`config.mk`:
```
export PLATFORM = sky130hd
export DESIGN_NAME = uart_alu_interface_flat
export DESIGN_NICKNAME = d
export VERILOG_FILES = /design/src/rtl/uart_alu_interface_if.sv /design/src/rtl/uart_alu_interface.sv /design/src/flat_wrapper.sv
export SDC_FILE = /design/constraint.sdc
export NUM_CORES = 1
export LEC_CHECK = 0
export CAP_MARGIN = 20
export CORE_AREA = 8 8 72 74
export CTS_BUF_LIST = sky130_fd_sc_hd__clkbuf_16
export DETAILED_ROUTE_END_ITERATION = 16
export DIE_AREA = 0 0 80 82
export MAX_ROUTING_LAYER = met4
export PLACE_DENSITY_LB_ADDON = 0.2
export SYNTH_ARGS = -nofsm -noshare
export SYNTH_HDL_FRONTEND = slang
export SYNTH_SLANG_ARGS = --single-unit
```
`constraint.sdc`:
```
create_clock -name i_clk -period 2.29 [get_ports i_clk]
set_clock_uncertainty 0.05 [all_clocks]
set_input_delay 0.229 -clock i_clk [delete_from_list [all_inputs] [get_ports i_clk]]
set_output_delay 0.229 -clock i_clk [all_outputs]
set_load 0.02 [all_outputs]
```
`src/rtl/uart_alu_interface_if.sv`:
```
// Byte/handshake bundle between the command decoder and its uart_rx, uart_tx and ALU neighbours.
// The slave modport is the decoder's view; master is the surrounding top (or a bench).
interface uart_alu_interface_if #(
   parameter int NB_DATA = 8,
   parameter int NB_OPS  = 6
);
   logic [NB_DATA-1:0] rx_data;
   logic               rx_done;
   logic [NB_DATA-1:0] alu_result;
   logic               tx_done;
   logic [NB_DATA-1:0] data_a;
   logic [NB_DATA-1:0] data_b;
   logic [NB_OPS-1:0]  op;
   logic [NB_DATA-1:0] tx_data;
   logic               tx_start;
   logic               busy;

   modport slave (
      input  rx_data, rx_done, alu_result, tx_done,
      output data_a, data_b, op, tx_data, tx_start, busy
   );

   modport master (
      output rx_data, rx_done, alu_result, tx_done,
      input  data_a, data_b, op, tx_data, tx_start, busy
   );
endinterface

```
`src/rtl/uart_alu_interface.sv`:
```
// Command decoder: location/value writes into ALU operand registers, GET sends the ALU result to uart_tx.
//
//  state      | meaning
//  -----------+----------------------------------------------------------
//  IDLE       | waiting for a command byte (location code or GET)
//  WAIT_VALUE | location latched, next received byte is data
//  SEND       | one cycle: capture ALU result, raise tx_start
//  WAIT_TX    | frame in flight, waiting for tx_done
module uart_alu_interface #(
   parameter int NB_DATA = 8,
   parameter int NB_OPS  = 6
) (
   input  logic                  i_clk,
   input  logic                  i_reset,
   uart_alu_interface_if.slave   bus
);

   localparam logic [NB_DATA-1:0] CODE_A   = NB_DATA'(8'h00);
   localparam logic [NB_DATA-1:0] CODE_B   = NB_DATA'(8'h01);
   localparam logic [NB_DATA-1:0] CODE_OP  = NB_DATA'(8'h02);
   localparam logic [NB_DATA-1:0] CODE_GET = {NB_DATA{1'b1}};

   typedef enum logic [1:0] {
      IDLE       = 2'd0,
      WAIT_VALUE = 2'd1,
      SEND       = 2'd2,
      WAIT_TX    = 2'd3
   } state_t;

   typedef enum logic [1:0] {
      LOC_A  = 2'd0,
      LOC_B  = 2'd1,
      LOC_OP = 2'd2
   } loc_t;

   state_t             state_q, state_d;
   loc_t               loc_q, loc_d;
   logic [NB_DATA-1:0] data_a_q, data_a_d;
   logic [NB_DATA-1:0] data_b_q, data_b_d;
   logic [NB_OPS-1:0]  op_q, op_d;
   logic [NB_DATA-1:0] tx_data_q, tx_data_d;
   logic               tx_start_q, tx_start_d;
   logic               busy_q, busy_d;

   always_ff @(posedge i_clk) begin
      if (i_reset) begin
         state_q    <= IDLE;
         loc_q      <= LOC_A;
         data_a_q   <= '0;
         data_b_q   <= '0;
         op_q       <= '0;
         tx_data_q  <= '0;
         tx_start_q <= 1'b0;
         busy_q     <= 1'b0;
      end else begin
         state_q    <= state_d;
         loc_q      <= loc_d;
         data_a_q   <= data_a_d;
         data_b_q   <= data_b_d;
         op_q       <= op_d;
         tx_data_q  <= tx_data_d;
         tx_start_q <= tx_start_d;
         busy_q     <= busy_d;
      end
   end

   always_comb begin
      state_d    = state_q;
      loc_d      = loc_q;
      data_a_d   = data_a_q;
      data_b_d   = data_b_q;
      op_d       = op_q;
      tx_data_d  = tx_data_q;
      tx_start_d = 1'b0;

      case (state_q)
         IDLE: begin
            if (bus.rx_done) begin
               if (bus.rx_data == CODE_A) begin
                  loc_d   = LOC_A;
                  state_d = WAIT_VALUE;
               end else if (bus.rx_data == CODE_B) begin
                  loc_d   = LOC_B;
                  state_d = WAIT_VALUE;
               end else if (bus.rx_data == CODE_OP) begin
                  loc_d   = LOC_OP;
                  state_d = WAIT_VALUE;
               end else if (bus.rx_data == CODE_GET) begin
                  state_d = SEND;
               end
            end
         end
         // The value byte is raw data even when it matches a command code.
         WAIT_VALUE: begin
            if (bus.rx_done) begin
               case (loc_q)
                  LOC_A:   data_a_d = bus.rx_data;
                  LOC_B:   data_b_d = bus.rx_data;
                  LOC_OP:  op_d     = bus.rx_data[NB_OPS-1:0];
                  default: ;
               endcase
               state_d = IDLE;
            end
         end
         SEND: begin
            tx_data_d  = bus.alu_result;
            tx_start_d = 1'b1;
            state_d    = WAIT_TX;
         end
         WAIT_TX: begin
            if (bus.tx_done) state_d = IDLE;
         end
         default: state_d = IDLE;
      endcase

      busy_d = (state_d != IDLE);
   end

   assign bus.data_a   = data_a_q;
   assign bus.data_b   = data_b_q;
   assign bus.op       = op_q;
   assign bus.tx_data  = tx_data_q;
   assign bus.tx_start = tx_start_q;
   assign bus.busy     = busy_q;

endmodule

```
`src/flat_wrapper.sv`:
```
// flat-port wrapper written by rule: the top's interface ports become plain ports
module uart_alu_interface_flat 
#(
   parameter int NB_DATA = 8,
   parameter int NB_OPS  = 6
)
  (i_clk, i_reset, bus_rx_data, bus_rx_done, bus_alu_result, bus_tx_done, bus_data_a, bus_data_b, bus_op, bus_tx_data, bus_tx_start, bus_busy);
  uart_alu_interface_if #(.NB_DATA(NB_DATA), .NB_OPS(NB_OPS)) bus_i ();
  input  logic i_clk;
  input  logic i_reset;
  input wire logic [$bits(bus_i.rx_data)-1:0] bus_rx_data;
  input wire logic [$bits(bus_i.rx_done)-1:0] bus_rx_done;
  input wire logic [$bits(bus_i.alu_result)-1:0] bus_alu_result;
  input wire logic [$bits(bus_i.tx_done)-1:0] bus_tx_done;
  output wire logic [$bits(bus_i.data_a)-1:0] bus_data_a;
  output wire logic [$bits(bus_i.data_b)-1:0] bus_data_b;
  output wire logic [$bits(bus_i.op)-1:0] bus_op;
  output wire logic [$bits(bus_i.tx_data)-1:0] bus_tx_data;
  output wire logic [$bits(bus_i.tx_start)-1:0] bus_tx_start;
  output wire logic [$bits(bus_i.busy)-1:0] bus_busy;
  assign bus_i.rx_data = bus_rx_data;
  assign bus_i.rx_done = bus_rx_done;
  assign bus_i.alu_result = bus_alu_result;
  assign bus_i.tx_done = bus_tx_done;
  assign bus_data_a = bus_i.data_a;
  assign bus_data_b = bus_i.data_b;
  assign bus_op = bus_i.op;
  assign bus_tx_data = bus_i.tx_data;
  assign bus_tx_start = bus_i.tx_start;
  assign bus_busy = bus_i.busy;
  uart_alu_interface #(.NB_DATA(NB_DATA), .NB_OPS(NB_OPS)) u_core (.i_clk(i_clk), .i_reset(i_reset), .bus(bus_i));
endmodule
```
== Word-level counts from Yosys, hierarchy flattened ==
Index checks and enable logic that the tools add are counted.
Storage, ports and cells
  bits in registers: 36
  input port bits: 20
  output and inout bits: 32
  word-level logic and storage cells: 37
Operators by class
  equal/unequal tests: 8
  muxes and demuxes: 12
  reductions and logical operators: 9
Operator list (number)
  $mux W2: 10
  $reduce_and A3 Y1: 4
  $eq A8 B1 Y1 const B: 1
  $eq A8 B2 Y1 const B: 1
  $eq A8 B8 Y1 const B: 1
  $logic_not A8 Y1: 1
  $pmux W2 S4: 1
  $eq A2 B2 Y1 const B: 3
  $eq A2 B1 Y1 const B: 2
  $logic_not A2 Y1: 2
  $reduce_bool A3 Y1: 1
  $reduce_bool A2 Y1: 1
  $mux W1: 1

== Depth between registers and ports, before layout ==
  depth after elaboration: 8
  gate-level depth with buffers: 5
  gate-level depth less buffers: 4

== Worst setup path before layout ==
No wires, ideal clock.
  path kind: register -> register
  start: register u_core.state_q[1]
  end: register u_core.op_q[2], in the netlist u_core.bus.op[2]
  library setup time: 0.128 ns
  data arrival time: 1.220 ns
  required time: 2.112 ns
  slack: 0.892 ns
  cell stages (with the launch flop): 6
  buffers on the path: 1
  period minus slack after synthesis: 1.398 ns
  cells stage by stage: dfxtp_1 -> nand3b_4 -> or3b_1 -> buf_6 -> mux2i_1 -> nor2_1
Between the ends
  longest elaborated chain between the ends: 2
Ends and longest elaborated chain
  start: declaration: line uart_alu_interface.sv:36  | state_t state_q, state_d;
  start signal: assignment: line uart_alu_interface.sv:56  | state_q <= state_d;
  $eq A2 B1 Y1: line uart_alu_interface.sv:76  | case (state_q)
  $reduce_and A3 Y1 (no line)
  end signal: assignment: line uart_alu_interface.sv:60  | op_q <= op_d;
  end: declaration: line uart_alu_interface.sv:40  | logic [NB_OPS-1:0] op_q, op_d;
Every way passes these cells.
A chain may end at the register's enable or synchronous reset.

== Worst setup path after layout ==
  start: input bus_rx_done
  end: register u_core.op_q[1], in the netlist u_core.bus.op[1]
Between the ends
  longest elaborated chain between the ends: 1
Ends and longest elaborated chain
  start: declaration: line flat_wrapper.sv:12  | input wire logic [$bits(bus_i.rx_done)-1:0] bus_rx_done;
  $reduce_and A3 Y1 (no line)
Every way passes these cells.

==> qor.csv <==
stage;metric;value;unit
yosys;synth_top_area_share;0.532;
placement;gp_congestion;0.756;
global_route;grt_pass1_vias;1191;
cts;insertion_delay;0.28;ns
min_path;hold_path.class;reg -> reg;
cells_and_area;antennaDiodeCount;0;
cells_and_area;drive_above_1_share;0.0829;
global_route;met2_usage;0.176;
yosys;synth-main-ff-cell;dfxtp_1;
timing;rsz0062_at_grt;no;
yosys;synth_area_per_cell;9.75;µm²
global_route;grt_pass1_wl;5.78;mm
cts;cts_tree;done;
outcome;status;completed;
timing;max_freq;620;MHz
routing;first_iter_violations;72;
worst_setup_path;required;2.39;ns
routing;dr.pass1.iters;4;
routing;wirelength;3.60;mm
worst_setup_path;crit_path_start_kind;primary input;
timing;relSlewSlack;0.737;
pwr;p_leak;0.770;nW
worst_setup_path;cp_max_fo;6;
cells_and_area;multi_input_area;592;µm²
yosys;synth.net_count;159;
floorplan;ios;52;
yosys;yosys-top-cells-area;dfxtp_1 53%, mux2i_1 16%, nor2_1 7.5%;
floorplan;core-area;0.00414;mm²
floorplan;die_w;80;µm
cells_and_area;num-fill-cells;378;
timing;min_period;1.61;ns
worst_setup_path;reg2reg_slack;0.72;ns
yosys;synthArstFlopShare;0;
routing;routedWlPerCell;14.7;µm
routing;vias_per_cell;4.75;
floorplan;die-area;0.00656;mm²
cells_and_area;fin_area;0.00208;mm²
global_route;grt_overflow;0;
global_route;grtUsageTotal;0.117;
cts;cts_sinks;36;
floorplan;rows;24;
routing;drc;0;
yosys;yosysWarnings;0;
cts;cts_resized;0;
cts;clkTransAtPathRegs;0.05;ns
yosys;synth-seq-cells;36;
floorplan;die_y;82;µm
worst_setup_path;cp-end-kind;flip-flop;
cts;cts_hold_buf;0;
cells_and_area;fin_util;0.502;
global_route;antenna_found_initial;0;
cells_and_area;area_delta_synth_final;53.6;%
global_route;top_usage_layer;met2;
placement;dp_hpwl;2.66;mm
timing;slew_viol_final;0;
pwr;total_power;0.00146;W
pwr;vdd_drop_max;411;µV
pwr;power_density;701;mW/mm²
cells_and_area;final_common_cell;clkdlybuf4s50_1;
yosys;synthDistinctLibCells;23;
cts;clockBufferDepth;2;
cells_and_area;nNetsFinal;212;
cts;postCtsSetupBuffers;0;
worst_setup_path;arrival;1.72;ns
placement;dpl_cell_area;0.00191;mm²
timing;fin_crit_sh;0.704;
routing;ant_nets;0;
worst_setup_path;critPathKind;in -> reg;
global_route;met1_usage;0.135;
timing;setup_viol;0;
placement;io_buffers;51;
timing;max_slew.worst_pin.slew;0.393;ns
yosys;ys_seq_area_frac;0.532;
cts;cts.root.buffer_cell;clkbuf_16;
yosys;synth-edff-count;0;
yosys;synthCells;139;
timing;hold_viol_final;0;
cells_and_area;final_cell_mix;51 x clkdlybuf4s50_1, 36 x dfxtp_1, 27 x nor2_1;
cts;h-tree-depth;2;
timing;hold_ws;0.405;ns
timing;fin_tns_setup;0;ns
global_route;grt_max_degree;25;
yosys;synth_top_area_cell;dfxtp_1;
run;cap_violations;0;
yosys;synth_area;0.00136;mm²
cts;cts_buffers;5;
cells_and_area;seqCellArea;721;µm²
routing;via_count;1164;
floorplan;start_util;0.327;
global_route;grt_use_met3;0.0470;
## report_power, final
group | switching, W | internal [W] | total (W) | leakage, nW
Clock | 0.000257 | 0.000511 | 0.000768 | 0.0798
Combinational | 0.0000292 | 0.0000348 | 0.0000640 | 0.400
Sequential | 0.000000744 | 0.000627 | 0.000628 | 0.290
## final timing paths
path                                            start                    end  depth (start not counted)
worst min register to register  u_core.bus.tx_data[4]  u_core.bus.tx_data[4]                          2
worst min-delay path            u_core.bus.tx_data[4]  u_core.bus.tx_data[4]                          2
worst max-delay path                      bus_rx_done       u_core.bus.op[1]                          5
worst max register to register      u_core.state_q[0]       u_core.bus.op[1]                          4
## cells in the mapped netlist (all sizes together) (2+ instances only)
cell	number
dfxtp	36
o221a	2
nor3b	2
a21oi	9
nand4	3
nor3	2
nor2	27
clkbuf	6
buf	2
nand2	18
mux2i	22
## area by class of cell
cell class	instances	share of cell area
timing repair buffer	54	0.256
sequential	36	0.346
multi-input combinational	94	0.284
clock inverter	3	0.0204
tap	52	0.0312
inverter	1	0.00180
clock buffer	5	0.0601
## sequential cells by signal, indices dropped and copies added (netlist names)
register             count
u_core.bus.data_a        8
u_core.bus.data_b        8
u_core.bus.tx_data       8
u_core.bus.op            6
u_core.loc_q             2
u_core.state_q           2
u_core.bus.busy          1
u_core.bus.tx_start      1
## through the flow
stage | cells | worst slack [ns]
CTS | 245 | 0.670
floorplan | 139 | 0.892
detailed placement | 237 | 0.385
global placement | 237 | 0.437
global route | 245 | 0.579
finish | 245 | 0.678
## layer usage
layer | share of wire | routed length [µm] | up-vias
li1 | - | - | 574
met1 | 0.44 | 1590 | 540
met2 | 0.46 | 1660 | 42
met3 | 0.079 | 284 | 8
met4 | 0.019 | 68 | 0
met5 | 0 | 0 | -
## cells by family (layout without fill, tap and decap cells)
group | after synthesis | in the layout | synth area share
DFF | 36 | 36 | 0.532
muxes | 22 | 22 | 0.163
AOI/OAI and AO/OA | 14 | 14 | 0.0693
and+or+nand+nor | 58 | 58 | 0.205
buffers and inverters | 9 | 63 | 0.0314
## worst max-delay path: stages
cell	delay [ns]
clkdlybuf4s50_1	0.55
nand3b_4	0.12
or3b_1	0.55
mux2i_1	0.21
nor2_1	0.05
Note: power is estimated with default switching activity, not from simulation.
